## src/rtl/ms_ureg.sv

```systemverilog
// rtl/ms_ureg.sv - universal register: clear/preset, enable, hold/load/shift/count with wrap flags
module ms_ureg #(
  parameter int               WIDTH      = 8,
  parameter logic [WIDTH-1:0] PRESET_VAL = {WIDTH{1'b1}}
) (
  input  logic             clk,
  input  logic             clr,
  input  logic             prs,
  input  logic             ce,
  input  logic [2:0]       mode,
  input  logic [WIDTH-1:0] d,
  input  logic             sin,
  output logic [WIDTH-1:0] q,
  output logic [WIDTH-1:0] q_b,
  output logic             sout,
  output logic             tc,
  output logic             ovf
);

  localparam logic [2:0] M_HOLD  = 3'b000;
  localparam logic [2:0] M_LOAD  = 3'b001;
  localparam logic [2:0] M_SHL   = 3'b010;
  localparam logic [2:0] M_SHR   = 3'b011;
  localparam logic [2:0] M_UP    = 3'b100;
  localparam logic [2:0] M_DOWN  = 3'b101;
  localparam logic [2:0] M_UPRLD = 3'b110;

  localparam logic [WIDTH-1:0] ONE = {{(WIDTH-1){1'b0}}, 1'b1};

  logic [WIDTH-1:0] q_next;
  logic             ovf_next;
  logic             q_max;
  logic             q_zero;

  assign q_max  = &q;
  assign q_zero = ~|q;
  assign q_b    = ~q;

  // Next value for an enabled edge, with the wrap that the chosen mode would produce.
  always_comb begin
    q_next   = q;
    ovf_next = 1'b0;
    case (mode)
      M_HOLD:  q_next = q;
      M_LOAD:  q_next = d;
      M_SHL:   q_next = {q[WIDTH-2:0], sin};
      M_SHR:   q_next = {sin, q[WIDTH-1:1]};
      M_UP: begin
        q_next   = q + ONE;
        ovf_next = q_max;
      end
      M_DOWN: begin
        q_next   = q - ONE;
        ovf_next = q_zero;
      end
      M_UPRLD: begin
        q_next   = q_max ? d : q + ONE;
        ovf_next = q_max;
      end
      default: q_next = q;
    endcase
  end

  // Storage with clear > preset > enable priority; ovf only pulses on an enabled wrap.
  always_ff @(posedge clk) begin
    if (clr) begin
      q   <= '0;
      ovf <= 1'b0;
    end else if (prs) begin
      q   <= PRESET_VAL;
      ovf <= 1'b0;
    end else if (!ce) begin
      ovf <= 1'b0;
    end else begin
      q   <= q_next;
      ovf <= ovf_next;
    end
  end

  // Terminal count looks at the current mode and contents only, so it is valid before ce rises.
  always_comb begin
    tc = 1'b0;
    if ((mode == M_UP || mode == M_UPRLD) && q_max) tc = 1'b1;
    if (mode == M_DOWN && q_zero)                   tc = 1'b1;
  end

  // Serial output presents the bit about to be shifted out.
  always_comb begin
    sout = 1'b0;
    if (mode == M_SHL) sout = q[WIDTH-1];
    if (mode == M_SHR) sout = q[0];
  end

endmodule

```

## config.mk

```make
export PLATFORM = sky130hd
export DESIGN_NAME = ms_ureg
export DESIGN_NICKNAME = d
export VERILOG_FILES = /design/src/rtl/ms_ureg.sv
export SDC_FILE = /design/constraint.sdc
export NUM_CORES = 1
export LEC_CHECK = 0
export CAP_MARGIN = 15
export CORE_MARGIN = 8
export CORE_UTILIZATION = 45
export DETAILED_ROUTE_END_ITERATION = 7
export PLACE_DENSITY = 0.86
export SYNTH_ARGS = -nofsm -noshare
export SYNTH_HDL_FRONTEND = slang
export SYNTH_SLANG_ARGS = --single-unit
```

## constraint.sdc

```tcl
create_clock -name clk -period 3.5 [get_ports clk]
set_clock_uncertainty 0.2 [all_clocks]
set_input_delay 0.525 -clock clk [delete_from_list [all_inputs] [get_ports clk]]
set_output_delay 0.525 -clock clk [all_outputs]
set_load 0.03 [all_outputs]
```

---- Word-level counts from Yosys, hierarchy flattened ----
Index checks and enable logic that the tools add are counted.
word-level totals
  register bits after elaboration ......... 9
  latch bits .............................. 0
  memory bits (writable) .................. 0
  memory bits (read-only) ................. 0
  input port bits ......................... 16
  output and inout port bits .............. 19
  logic and storage cells ................. 32
  memories ................................ 0
cells by class
  add/subtract/negate cells ............... 2
  multiply operators ...................... 0
  divide/modulo/power cells ............... 0
  magnitude comparators ................... 0
  equality and inequality tests ........... 6
  shift operators ......................... 0
  mux-type cells .......................... 9
  bitwise gates (word level) .............. 2
  reductions and logical operators ........ 11
operators by type and width
  cell                   count
  $pmux W8 S6            1
  $mux W8                3
  $eq A3 B3 Y1 const B   3
  $add A8 B1 Y8 const B  1
  $not A8 Y8             1
  $reduce_and A8 Y1      1
  $reduce_or A8 Y1       1
  $sub A8 B1 Y8 const B  1
  $reduce_bool A7 Y1     1
  $eq A3 B2 Y1 const B   2
  $mux W1                4
  $eq A3 B1 Y1 const B   1
  $reduce_or A3 Y1       1
  $logic_and A1 B1 Y1    2
  $pmux W1 S2            1
  $reduce_and A2 Y1      1
  $reduce_bool A2 Y1     1
  $reduce_or A2 Y1       1
  $logic_not A1 Y1       1
  $logic_or A1 B1 Y1     1
  $not A1 Y1             1

---- Logic depth before layout (Yosys ltp) ----
  depth after elaboration ................. 5
  gate-level depth with buffers ........... 7
  depth with buffers taken out ............ 7

---- Least setup slack after synthesis ----
OpenSTA, ideal clock, no wires.
  path type ............................... reg2out
  start ................................... register q[1]
  end ..................................... output port tc
  arrival ................................. 1.752 ns
  required time ........................... 2.775 ns
  setup slack ............................. 1.023 ns
  cell stages (with the launch flop) ...... 6
  path buffers ............................ 0
  cell sequence ........................... dfxtp_1 > ha_1 > and4_4 > and3_4 > nand3_1 > o21ai_1
on the way
  longest elaborated chain between the ends .. 4
  elaborated cells on any way between the ends .. 7
  classes of those cells .................. mux: 2; reduce/logical: 5
ends and longest elaborated chain
  element                                                  line    source
  start: declaration                                       13      output logic [WIDTH-1:0] q,
  start signal: assignment                                 75      q <= q_next;
  $reduce_and A8 Y1 or $reduce_or A8 Y1 (tied branches)    35, 36
  $logic_and A1 B1 Y1 or $logic_not A1 Y1 (tied branches)  83, 36
  $mux W1 or $logic_and A1 B1 Y1 (tied branches)           83, 84
  $mux W1 (*)                                              84      if (mode == M_DOWN && q_zero) tc = 1'b1;
  end: declaration                                         16      output logic tc,
Every way passes the cells marked *; elsewhere a longest branch is shown, timed or not.

---- Worst setup path after layout ----
  start ................................... input port mode[1]
  end ..................................... output port sout
on the way
  longest elaborated chain between the ends .. 3
  elaborated cells on any way between the ends .. 4
  classes of those cells .................. eq/ne: 2; mux: 2
ends and longest elaborated chain
  element             line  source
  start: declaration  10    input logic [2:0] mode,
  $eq A3 B2 Y1        90    if (mode == M_SHL) sout = q[WIDTH-1];
  $mux W1             90
  $mux W1 (*)         91    if (mode == M_SHR) sout = q[0];
  end: declaration    15    output logic sout,
Marks and branches as above.

==> run metrics <==
Crit-path slowest cell clkdlybuf4s50_1; Post-synth EDFFs 0; Slew @ Worst Pin 0.611 ns; layout net count around 190; Final Cell Area ~1500 um2; maximum buffer depth of the clock tree 2; Vias 1256; crit-path max FO 14; global placer's final weighted congestion around 0.95; Worst Hold Class reg2reg; Max-cap violations 0; Clk pwr share 20.5%; Mapped Avg Cell Area between 8 and 9 um2; DIE AREA approximately 4500 um2; Max VDD drop 225 uV; Net Sw Power 0.000198 W; number of port buffers 34; Synth area leaders dfxtp_1 16%, xnor2_1 5.3%, a221oi_2 5.2%; Starting Density between 40% and 50%; grt total ovfl 0; DR WL/cell 17.7 um; std cell rows 18; Switching Fraction 44.2%; Mapped Cells between 100 and 150; Ys Warns 0; syn_nets 162; Root Buffer clkbuf_4; RSZ-0062 raised after global routing false; CP max stage delay between 0.7 and 0.8 ns; DRC errors left 0; crit end category primary output; Hold WS 0.508 ns; Synth area leader dfxtp_1; Post-synth top cells 12 x nand2_1, 10 x inv_1, 9 x a21oi_1, 9 x dfxtp_1, 7 x xnor2_1; CP Launch Type primary input; reg2reg setup slack between 1 and 1.5 ns; # clock sinks 9; cell internal pwr roughly 0.00025 W; ANT nets after route 0; H-Tree Depth 1; hpwl dp 2640 um; post-route minimum period 3.00 ns; TritonCTS buffer count 3; Die X 66.7 um; Layout area overhead 29.3%; Yosys reg bits 9; Crit Path Category in2out; crit path buf inv count 2; most numerous cell in the Yosys netlist nand2_1; vias in the first global route 1280; worst endpoint required time 2.77 ns; layout cells sized above 1 14.6%; final worst path period share 85.7%; clk slew on worst S/H paths roughly 0.07 ns; CP Data Arrival Time 2.28 ns; area share of the largest cell type after synthesis 15.6%; # Post-CTS Setup Buffers 0; largest net degree at the start of global routing 16; Top cell by count, worst path clkdlybuf4s50_1; P_leak 0.528 nW; CTS tree built; io pins 35; first-pass GRT wire length slightly below 6000 um; Tot GR Track Use 16.8%; crit path cell chain clkdlybuf4s50_1 > nand2b_1 > nor2_1 > clkdlybuf4s50_1; core area 2450 um2; worst setup margin about 0.5 ns; final slew viol count 0; DP Area 1470 um2; CP top delay family buffers and inverters; Die H ~67 um; area of the multi-input gates 856 um2; register area 180 um2; Setup TNS 0 ns; Iteration-0 DRC Markers 102; Vias/cell between 6 and 7; Synth Flop Type dfxtp_1; cell area after synthesis 1160 um2; overall power 0.000448 W; hold buffers post-CTS 0; Final setup viols 0; fmax 0.333 GHz; # diodes 0; initial antenna violation count 0; synth unique cells 50; Seq/Total Area, Yosys 15.6%; filler cell count 210; logic gate share of total power 47.8%; clk_lat worst skew 0.27 ns; Final Hold Viols 0; pre-CTS setup slack between 0.5 and 0.6 ns; PwrDens roughly 300 nW/um2; post-CTS sizing 0; slew margin rel. 59.1%; async set-reset flop share out of synthesis 0%; outcome complete, no violations; DRT Wirelength 3560 um; part of the power in registers 31.7%; Initial DRT Pass Iterations 4
==> worst register-to-register path, delay by kind of cell (launching register included) <==
family          cells  cell delay [ns]
simple gates        1             0.28
fa+ha+maj           1             0.31
compound gates      4             0.90
flops               1             0.55
==> final timing paths <==
| kind | start | endpoint | depth (start not counted) |
|---|---|---|---|
| worst max-delay path | mode[1] | sout | 4 |
| worst min-delay path | q[4]$_SDFFE_PP0P_ | q[4]$_SDFFE_PP0P_ | 2 |
| worst max register to register | q[0]$_SDFFE_PP0P_ | q[0]$_SDFFE_PP0P_ | 6 |
| worst min register to register | q[4]$_SDFFE_PP0P_ | q[4]$_SDFFE_PP0P_ | 2 |
==> state kept, by name (all words and copies together), names as in the netlist <==
signal / count
q: 8
ovf: 1
==> layout by cell type (no fill, tap or decap), drive strengths merged, types with 2 or more instances in the layout <==
master,count
a31oi,4
nor2,6
a21oi,9
nand4,2
or3,2
buf,4
nand2b,4
and3,2
xor2,2
a22oi,4
nor3,3
a211oi,5
o21ai,7
nand3,8
a221oi,8
nor4,2
inv,10
nor2b,3
xnor2,7
clkdlybuf4s50,33
nand2,12
mux2,2
dfxtp,9
ha,3
clkbuf,4
o211ai,3
mux2i,2
==> metal layers <==
layer | GRT usage (%) | wire length [um] | part of all wire, %
met5 | 0 | 0 | 0
met4 | 6.13 | 87 | 2.4
met3 | 6.88 | 376 | 11
met2 | 28.3 | 1710 | 48
met1 | 18.4 | 1390 | 39
==> power groups by stage <==
stage | registers, W | clock network (W) | logic (W)
3_3_place_gp | 0.000144 | 0 | 0.000208
4_1_cts | 0.000141 | 0.0000912 | 0.000213
2_1_floorplan | 0.000139 | 0 | 0.000143
5_1_grt | 0.000144 | 0.0000987 | 0.000229
6_report | 0.000142 | 0.0000920 | 0.000214
3_5_place_dp | 0.000144 | 0 | 0.000211
==> final cells by class <==
class	count	share of cell area (%)
clock buffers	4	1.75
inverters	10	2.51
multi-input cells	111	57.1
flip-flops and latches	9	12.0
well taps	30	2.51
repair buffers	37	24.1
==> kinds of logic (layout without fill, tap and decap cells) <==
| family | Yosys count | count (layout) | share of synthesized area (%) |
|---|---|---|---|
| buffers and inverters | 23 | 51 | 10.6 |
| XOR/XNOR | 9 | 9 | 6.80 |
| flip-flops | 9 | 9 | 15.6 |
| adder cells (fa/ha/maj) | 3 | 3 | 3.24 |
| AO/OA/AOI/OAI | 46 | 46 | 35.0 |
| AND/OR/NAND/NOR | 49 | 49 | 25.2 |
| multiplexers | 4 | 4 | 3.67 |
==> through the flow <==
| stage | cells | util (%) |
|---|---|---|
| 6_report | 201 | 61.0 |
| 5_1_grt | 201 | 61.0 |
| 4_1_cts | 201 | 61.0 |
| 3_5_place_dp | 197 | 59.9 |
| 3_3_place_gp | 197 | 59.9 |
| 2_1_floorplan | 143 | - |
(Power assumes the default switching activity.)
